## src/rtl/pc_flow_unit_pkg.sv

```systemverilog
// Shared encodings and constants for the PC / flow-control stage.
package pc_flow_unit_pkg;

   // Fetch/execute handshake states (encodings fixed for debug visibility).
   typedef enum logic [1:0] {
      StIdle  = 2'b00,
      StFetch = 2'b01,
      StExec  = 2'b10
   } state_e;

   // Byte increment between sequential instructions.
   localparam int unsigned PC_INC = 4;

   // Branch/jump offsets are in words; shift converts to bytes.
   localparam int unsigned OFFSET_SHIFT = 2;

endpackage

```

## src/rtl/pc_target_adder.sv

```systemverilog
// Combinational next-address adders: sequential PC and PC-relative target.
module pc_target_adder
   import pc_flow_unit_pkg::*;
#(
   parameter int unsigned PC_WIDTH = 32
) (
   input  logic [PC_WIDTH-1:0] pc_i,
   input  logic [7:0]          offset_i,
   output logic [PC_WIDTH-1:0] seq_o,
   output logic [PC_WIDTH-1:0] tgt_o
);

   logic [PC_WIDTH-1:0] off_ext;
   logic [PC_WIDTH-1:0] off_bytes;

   // Sign-extend the word offset, scale to bytes, add to PC+4 (modulo 2^PC_WIDTH).
   always_comb begin
      off_ext   = {{(PC_WIDTH-8){offset_i[7]}}, offset_i};
      off_bytes = off_ext << OFFSET_SHIFT;
      seq_o     = pc_i + PC_WIDTH'(PC_INC);
      tgt_o     = seq_o + off_bytes;
   end

endmodule

```

## src/rtl/pc_flow_unit.sv

```systemverilog
// Program counter with fetch/execute handshake, branch/jump selection,
// data-memory stall and retired-instruction counter.
module pc_flow_unit
   import pc_flow_unit_pkg::*;
#(
   parameter int unsigned         PC_WIDTH  = 32,
   parameter logic [PC_WIDTH-1:0] RESET_PC  = '0,
   parameter int unsigned         CNT_WIDTH = 16
) (
   input  logic                 CLK,
   input  logic                 RESET,
   input  logic                 INSTR_READY,
   input  logic                 JUMP,
   input  logic                 BRANCH,
   input  logic                 BRANCH_NE,
   input  logic                 ZERO,
   input  logic [7:0]           OFFSET,
   input  logic                 BUSYWAIT,
   output logic [PC_WIDTH-1:0]  PC,
   output logic                 INSTR_READ,
   output logic                 FLOW_TAKEN,
   output logic                 FLOW_ERR,
   output logic [CNT_WIDTH-1:0] RETIRED
);

   state_e               state_q, state_d;
   logic [PC_WIDTH-1:0]  pc_q, pc_d;
   logic [CNT_WIDTH-1:0] retired_q, retired_d;
   logic                 flow_taken_q, flow_taken_d;
   logic                 flow_err_q, flow_err_d;

   logic [PC_WIDTH-1:0]  seq_pc;
   logic [PC_WIDTH-1:0]  tgt_pc;
   logic                 take;
   logic                 conflict;

   pc_target_adder #(
      .PC_WIDTH (PC_WIDTH)
   ) u_adder (
      .pc_i     (pc_q),
      .offset_i (OFFSET),
      .seq_o    (seq_pc),
      .tgt_o    (tgt_pc)
   );

   // Flow decision; JUMP outranks the beq/bne conflict so no error is flagged under it.
   always_comb begin
      take     = 1'b0;
      conflict = 1'b0;
      if (JUMP) begin
         take = 1'b1;
      end else if (BRANCH && BRANCH_NE) begin
         conflict = 1'b1;
      end else if (BRANCH && ZERO) begin
         take = 1'b1;
      end else if (BRANCH_NE && !ZERO) begin
         take = 1'b1;
      end
   end

   // Next-state: handshake FSM, PC update and counter advance only at retirement.
   always_comb begin
      state_d      = state_q;
      pc_d         = pc_q;
      retired_d    = retired_q;
      flow_taken_d = 1'b0;
      flow_err_d   = 1'b0;
      unique case (state_q)
         StIdle: begin
            state_d = StFetch;
         end
         StFetch: begin
            if (INSTR_READY) begin
               state_d = StExec;
            end
         end
         StExec: begin
            if (!BUSYWAIT) begin
               state_d      = StFetch;
               pc_d         = take ? tgt_pc : seq_pc;
               retired_d    = retired_q + CNT_WIDTH'(1);
               flow_taken_d = take;
               flow_err_d   = conflict;
            end
         end
         default: begin
            state_d = StIdle;
         end
      endcase
   end

   // State registers with asynchronous active-low reset.
   always_ff @(posedge CLK or negedge RESET) begin
      if (!RESET) begin
         state_q      <= StIdle;
         pc_q         <= RESET_PC;
         retired_q    <= '0;
         flow_taken_q <= 1'b0;
         flow_err_q   <= 1'b0;
      end else begin
         state_q      <= state_d;
         pc_q         <= pc_d;
         retired_q    <= retired_d;
         flow_taken_q <= flow_taken_d;
         flow_err_q   <= flow_err_d;
      end
   end

   // Moore outputs and registered pulses.
   always_comb begin
      PC         = pc_q;
      INSTR_READ = (state_q == StFetch);
      FLOW_TAKEN = flow_taken_q;
      FLOW_ERR   = flow_err_q;
      RETIRED    = retired_q;
   end

endmodule

```

## config.mk

```make
export PLATFORM = sky130hd
export DESIGN_NAME = pc_flow_unit
export DESIGN_NICKNAME = d
export VERILOG_FILES = /design/src/rtl/pc_flow_unit_pkg.sv /design/src/rtl/pc_target_adder.sv /design/src/rtl/pc_flow_unit.sv
export SDC_FILE = /design/constraint.sdc
export NUM_CORES = 1
export LEC_CHECK = 0
export BUFFER_PORTS_ARGS = -buffer_cell sky130_fd_sc_hd__buf_2
export CAP_MARGIN = 20
export CORE_ASPECT_RATIO = 1.2
export CORE_MARGIN = 4
export CORE_UTILIZATION = 37
export CTS_BUF_LIST = sky130_fd_sc_hd__clkbuf_4
export CTS_CLUSTER_DIAMETER = 200
export DETAILED_ROUTE_END_ITERATION = 16
export GPL_ROUTABILITY_DRIVEN = 0
export PLACE_DENSITY = 0.54
export SLEW_MARGIN = 10
export SYNTH_ARGS = -nofsm -noshare
export SYNTH_HDL_FRONTEND = slang
export SYNTH_HIERARCHICAL = 1
export SYNTH_SLANG_ARGS = --single-unit
```

## constraint.sdc

```tcl
create_clock -name CLK -period 7.97 [get_ports CLK]
set_clock_uncertainty 0.05 [all_clocks]
set_input_delay 1.594 -clock CLK [delete_from_list [all_inputs] [get_ports CLK]]
set_output_delay 1.594 -clock CLK [all_outputs]
set_load 0.02 [all_outputs]
```

==> results of run 1 <==
==> flip-flops by register name, indices dropped and copies added, names as in the netlist <==
register	cells
PC	32
RETIRED	16
FLOW_ERR	1
FLOW_TAKEN	1
state_q	2
==> worst max-delay path, delay by kind of cell (launching register included) <==
kind	cells	cell delay, ps
AO/OA/AOI/OAI	7	1560
AND/OR/NAND/NOR	6	1700
XOR/XNOR	2	530
flip-flops	1	500
adder cells (fa/ha/maj)	1	400
==> metal layers <==
metal | track usage, % | routed length [um] | vias up
li1 | - | - | 2421
met1 | 25.1 | 6730 | 2433
met3 | 2.45 | 696 | 23
met2 | 35.2 | 7860 | 155
met4 | 6.00 | 288 | 0
met5 | 0 | 0 | -
==> worst max path at each step <==
stage | startpoint | end
floorplan | OFFSET[0] | PC[30]
global placement | OFFSET[7] | PC[30]
detailed placement | OFFSET[7] | PC[30]
CTS | PC[4] | PC[30]
global route | PC[4] | PC[29]
finish | PC[4] | PC[28]
==> cell type report <==
type / count / area (um^2) / area share [%]
Multi-Input combinational cell: 489 / 3560 / 63.8
Clock buffer: 5 / 37.5 / 0.673
Tap cell: 168 / 210 / 3.77
Clock inverter: 3 / 28.8 / 0.516
Timing Repair Buffer: 73 / 410 / 7.36
Inverter: 8 / 30.0 / 0.538
Sequential cell: 52 / 1300 / 23.3
==> kinds of logic after synthesis <==
kind of cell	count (synthesis)	share of synthesized area (%)
AOI/OAI and AO/OA	241	33.8
DFF	52	25.6
xor gates and xnor gates	73	12.6
buffers and inverters	57	4.55
adders and majority gates	35	8.76
and+or+nand+nor	140	14.7
==> power groups by stage <==
| stage | sequential (mW) | clock (mW) | combinational, mW |
|---|---|---|---|
| floorplan | 0.546 | 0 | 0.917 |
| global placement | 0.471 | 0 | 1.29 |
| finish | 0.468 | 0.154 | 1.32 |
| global route | 0.486 | 0.170 | 1.46 |
| detailed placement | 0.474 | 0 | 1.30 |
| CTS | 0.468 | 0.160 | 1.31 |
==> layout by cell type (no fill, tap or decap), types with 3 or more instances in the layout <==
cell type,n
nand2_1,36
dfrtp_1,52
or2_2,3
nor2_1,15
nand3_1,24
a21oi_1,32
a221oi_1,32
and4_1,6
xor2_1,22
and2_1,7
buf_2,66
nand2b_1,3
o21bai_1,4
buf_4,5
o221ai_1,34
and3_1,7
o22ai_1,64
xnor2_1,51
inv_1,8
nor2b_1,3
a21o_1,38
nor3_1,5
ha_1,34
clkbuf_4,5
nand4_1,20
o21ai_0,16
==> through the flow <==
step	setup WS, ps	cells
after floorplan	3610	598
after global placement	3320	788
after detailed placement	3220	788
after CTS	3270	796
after global routing	2890	798
final	3190	798
==> metrics.md, run 1 <==
| Metric | Value |
|---|---|
| Cts-stage hold buffer count | 0 |
| Status | finished clean |
| Cell with the most instances after synthesis | o22ai_1 |
| Yosys top cell area share | about a quarter |
| Netlist area before placement | about 5100 um^2 |
| IR Drop Worst-Case VDD | approximately 0.18 mV |
| Critical path's slowest cell | dfrtp_1 |
| Area Overhead vs Synth | 9.67% |
| Final hold violation count | 0 |
| Number of nets in the layout | 680 |
| Setup total negative slack | 0 ps |
| Routed wirelength normalized by instance count | 19.5 um |
| Inserted Diodes | 0 |
| IO Count | between 60 and 70 |
| Number of unique standard cell types used by synthesis | 52 |
| Cell chosen for the clock root | clkbuf_4 |
| Maximum fanout encountered on the critical timing path | 8 |
| Number of placement rows | 46 |
| Starting utilization of the core area | between 30% and 40% |
| Clock-pin slew on the worst setup and hold paths | roughly 190 ps |
| Detailed placer's ending HPWL | about 11000 um |
| Net Sw Power | about 1.0 mW |
| Overall via count from detail_route | slightly above 5000 |
| Max-slew headroom | between 40% and 50% |
| Least-Margin Pin Slew | 865 ps |
| Syn Nets | 649 |
| Chip height | roughly 140 um |
| Number of I/O port buffers | between 60 and 70 |
| Pint | 0.901 mW |
| TritonCTS clock tree | done |
| Syn Area/Cell | about 8.5 um^2 |
| Number of cells on the worst reg-to-reg path | 16 |
| Count of nets left with antenna violations after detail routing | 0 |
| Total of flip-flops plus latches after synthesis | between 50 and 60 |
| Number of antenna violations at the first check in global routing | 0 |
| Die outline area | approximately 16000 um^2 |
| Final instance area | about 5600 um^2 |
| Final Critical Period | between 4000 and 5000 ps |
| First-pass iteration count of the detailed router | 4 |
| Total congestion overflow | 0 |
| Detailed Route WL | approximately 16000 um |
| Layout cells sized above 1 | 14.6% |
| First-pass GRT wire length | 25700 um |
| Largest net degree at the start of global routing | 53 |
| Pwr per Cell Area | about 350 nW/um^2 |
| Leading area contributor after synthesis | dfrtp_1 |
| Stage delay of the slowest cell on the critical path | roughly 500 ps |
| R2R Setup Slk | between 3000 and 4000 ps |
| Post-route core utilization | 41.8% |
| Ranking of synthesized cells by instance count | o22ai_1, dfrtp_1, xnor2_1 |
| Class of the most critical hold timing path | reg -> reg |
| Critical Path Sink Type | flop |
| Gate count of the mapped netlist | around 600 |
| Width of the die | roughly 120 um |
| Starting DRC count in detailed routing | slightly below 300 |
| Number of global-route vias before repair | between 5000 and 6000 |
| Number of buffers inserted to repair setup after CTS | 0 |
| Worst Hold Slack | 443 ps |
| Final number of setup-violating endpoints | 0 |
| End point of the most critical hold path | RETIRED[15] |
| Reg power frac | between 20% and 30% |
| Post-cts repair resize count | 0 |
| Dominant synthesized flop cell | dfrtp_1 |
| Aggregate global-route resource usage | between 10% and 20% |
| DRC violation count after routing | 0 |
| PnR Total Power | 1.95 mW |
| Max capacitance violation total | 0 |
| # H-tree levels | 2 |
| Combinational fraction of design power | between 60% and 70% |
| Reg2Reg Launch Point | PC[4] |
| Floorplan core area | between 10000 and 15000 um^2 |
| Share of the yosys chip area belonging to registers | around a quarter |
| Destination of the worst register-to-register timing path | PC[28] |
| Data required, critical path | about 8300 ps |
| Synth area leaders | dfrtp_1, xnor2_1, ha_1 |
| Buffer levels on the longest clock path | 2 |
| Number of synthesized flops with an enable pin | 0 |
| Final Cycle Share | about three fifths |
| Arrival @ worst endpoint | just over 5000 ps |
| Timing-limited maximum frequency | between 0.2 and 0.25 GHz |
| Switching fraction of total power | a little over half |
| Start-to-end type of the worst setup path | reg -> reg |
| Max Slew Vio Count | 0 |
| Number of filler cells placed in the layout | 1397 |
| Hold path cells | 1 |
| Number of buffers added by the clock tree synthesis step | 5 |
| Leakage power of the design | 2.50 nW |
| Clk Latency, worst-skew pair | roughly 430 ps |
| Share of total power in the clock network | under 10% |
| Cell breakdown of the critical path | and4_1 > and4_1 > and2_1 > nand2_1 > nor2_1 > nand2_1 > xnor2_1 > ha_1 > a21oi_1 > a41oi_1 > a311o_1 > a31oi_1 > xnor2_1 > o22ai_1 > a221oi_1 > a21o_1 |
| Async set-reset flop share out of synthesis | 100% |
| Clock Sinks | 52 |
| Setup repair after global routing missed its margin | no |
| Dpl cell area | 5470 um^2 |
| Setup crit start kind | flop |
| Detail-routed via count per cell | around 6.3 |
| Yosys Warn Count | 6 |
| HP Start | RETIRED[15] |
Power figures use the tool's default switching activity.
==> run 2: changes to the inputs <==
- PLACE_DENSITY: 0.54 -> 0.56
- clock period: 7.97 -> 4.25 ns (I/O delays scaled with it)
==> metrics.md, run 2 (synthesis results as in run 1) <==
| Metric | Value |
|---|---|
| Max capacitance violation total | 0 (unchanged) |
| Detail-routed via count per cell | 6.41 (was 6.31) |
| Width of the die | 115 um (unchanged) |
| Cell chosen for the clock root | clkbuf_4 (unchanged) |
| Largest net degree at the start of global routing | 53 (unchanged) |
| Least-Margin Pin Slew | 783 ps (was 865 ps) |
| Setup crit start kind | flop (unchanged) |
| Detailed placer's ending HPWL | 10900 um (was 10500 um) |
| End point of the most critical hold path | RETIRED[15] (unchanged) |
| Clock-pin slew on the worst setup and hold paths | 180 ps (was 190 ps) |
| Number of buffers added by the clock tree synthesis step | 5 (unchanged) |
| Pwr per Cell Area | 653 nW/um^2 (was 349 nW/um^2) |
| R2R Setup Slk | 240 ps (was 3190 ps) |
| Arrival @ worst endpoint | 4340 ps (was 5090 ps) |
| Start-to-end type of the worst setup path | reg -> reg (unchanged) |
| Filler-free cell count of the finished design | 826 (was 798) |
| Number of cells on the worst reg-to-reg path | 14 (was 16) |
| First-pass GRT wire length | 26400 um (was 25700 um) |
| Count of nets left with antenna violations after detail routing | 0 (unchanged) |
| Wire length on met1 | 6700 um (was 6730 um) |
| Setup repair after global routing missed its margin | yes (was no) |
| Number of global-route vias before repair | 5367 (was 5086) |
| Critical Path Sink Type | flop (unchanged) |
| Max reg flops | 32 (unchanged) |
| Top routing layer in use | met4 (unchanged) |
| Hold path cells | 1 (unchanged) |
| Detailed Route WL | 16100 um (was 15600 um) |
| Register Area | 1300 um^2 (about the same) |
| Layout cells sized above 1 | 20.7% (was 14.6%) |
| Number of placement rows | 46 (unchanged) |
| Final hold violation count | 0 (unchanged) |
| Reg2Reg Launch Point | PC[2] (was PC[4]) |
| # H-tree levels | 2 (unchanged) |
| Starting DRC count in detailed routing | 307 (was 293) |
| Inserted Diodes | 0 (unchanged) |
| Number of cells after detailed placement | 815 (was 788) |
| Status | finished clean (unchanged) |
| Total congestion overflow | 0 (unchanged) |
| Number of antenna violations at the first check in global routing | 0 (unchanged) |
| Max-slew headroom | 47.8% (was 42.3%) |
| Routed wirelength normalized by instance count | 19.4 um (was 19.5 um) |
| Destination of the worst register-to-register timing path | PC[28] (unchanged) |
| Leakage power of the design | 2.68 nW (was 2.50 nW) |
| Cts-stage hold buffer count | 0 (unchanged) |
| First-pass iteration count of the detailed router | 5 (was 4) |
| Leading cell type in the layout, fill and taps excluded | buf_2 (unchanged) |
| TritonCTS clock tree | done (unchanged) |
| IR Drop Worst-Case VDD | 0.289 mV (was 0.177 mV) |
| Overall via count from detail_route | 5293 (was 5032) |
| Final Critical Period | 4010 ps (was 4780 ps) |
| Aggregate global-route resource usage | 20.5% (was 19.9%) |
| Final Cycle Share | 94.4% (was 60.0%) |
| Chip height | 136 um (unchanged) |
| Top library cells by usage in the layout, fill and taps aside | buf_2, o22ai_1, dfrtp_1, xnor2_1, a21o_1 (unchanged) |
| Number of nets in the layout | 708 (was 680) |
| Buffer levels on the longest clock path | 2 (unchanged) |
| Floorplan core area | 13400 um^2 (unchanged) |
| Die outline area | 15700 um^2 (unchanged) |
| Number of I/O port buffers | 66 (unchanged) |
| Maximum fanout encountered on the critical timing path | 6 (was 8) |
| IO Count | 67 (unchanged) |
| PnR Total Power | 3.82 mW (was 1.95 mW) |
| Number of filler cells placed in the layout | 1341 (was 1397) |
| Area of the multi-input gates | 3630 um^2 (was 3560 um^2) |
| Clk Latency, worst-skew pair | 410 ps (was 430 ps) |
| DRC violation count after routing | 0 (unchanged) |
| Data required, critical path | 4580 ps (was 8280 ps) |
| Clock Sinks | 52 (unchanged) |
| Area Overhead vs Synth | 15.1% (was 9.67%) |
| HP Start | RETIRED[15] (unchanged) |
| Class of the most critical hold timing path | reg -> reg (unchanged) |
| Starting utilization of the core area | 38.1% (unchanged) |
| Met3 Routed Length | 729 um (was 696 um) |
| Final number of setup-violating endpoints | 0 (unchanged) |
| Met2 WL | 8430 um (was 7860 um) |
| Timing-limited maximum frequency | 0.249 GHz (was 0.209 GHz) |
| Max Slew Vio Count | 0 (unchanged) |
| Worst Hold Slack | 438 ps (was 443 ps) |
run 2: metrics by stage:
step	util (%)	cell area, um^2	worst slack [ps]	setup TNS [ps]
after CTS	43.1	5750	57.8	0
after detailed placement	42.6	5690	91.9	0
after floorplan	-	5090	78.5	0
final	43.8	5850	236	0
after global routing	43.8	5850	-21.9	-21.9
after global placement	42.4	5660	165	0
run 2: area by class of cell:
cell class,count,area share [%]
clock buffer,5,0.641
inverter,8,0.513
multi-input combinational,489,62.1
sequential,52,22.3
clock inverter,3,0.428
timing repair buffer,101,10.5
tap,168,3.59
run 2: worst max-delay path by stage:
| stage | startpoint | to | cells past startpoint |
|---|---|---|---|
| after floorplan | PC[4] | PC[30] | 18 |
| after global placement | PC[2] | PC[30] | 14 |
| after detailed placement | PC[6] | PC[30] | 17 |
| after CTS | PC[6] | PC[30] | 17 |
| after global routing | PC[6] | PC[30] | 17 |
| final | PC[2] | PC[28] | 14 |
run 2: worst max-delay path: stages (launching register included):
cell	delay, ps
dfrtp_1	480
ha_2	380
nand3_1	150
xnor2_1	220
ha_1	320
a21o_1	220
a221o_1	450
a21oi_2	210
nor3_1	110
a311o_1	400
a31oi_1	250
xnor2_1	190
o22ai_1	120
a221oi_2	300
a21o_1	110
run 2: layer usage:
metal / vias to the layer above / global-route usage, %
met1: 2628 / 24.4
met2: 165 / 36.9
met4: 0 / 7.89
met3: 17 / 2.72
li1: 2483 / -
met5: - / 0
run 2: repair_timing:
item	4_1_cts	5_1_grt
setup endpoints to repair	0	10
gates resized for setup	0	18
setup buffers	0	3
run 2: power by group:
part           leakage [nW]  switching, mW  internal [mW]
Combinational          1.97           1.58           1.10
Sequential            0.674          0.230          0.652
Clock                0.0322          0.197         0.0690
Total                  2.68           2.01           1.82
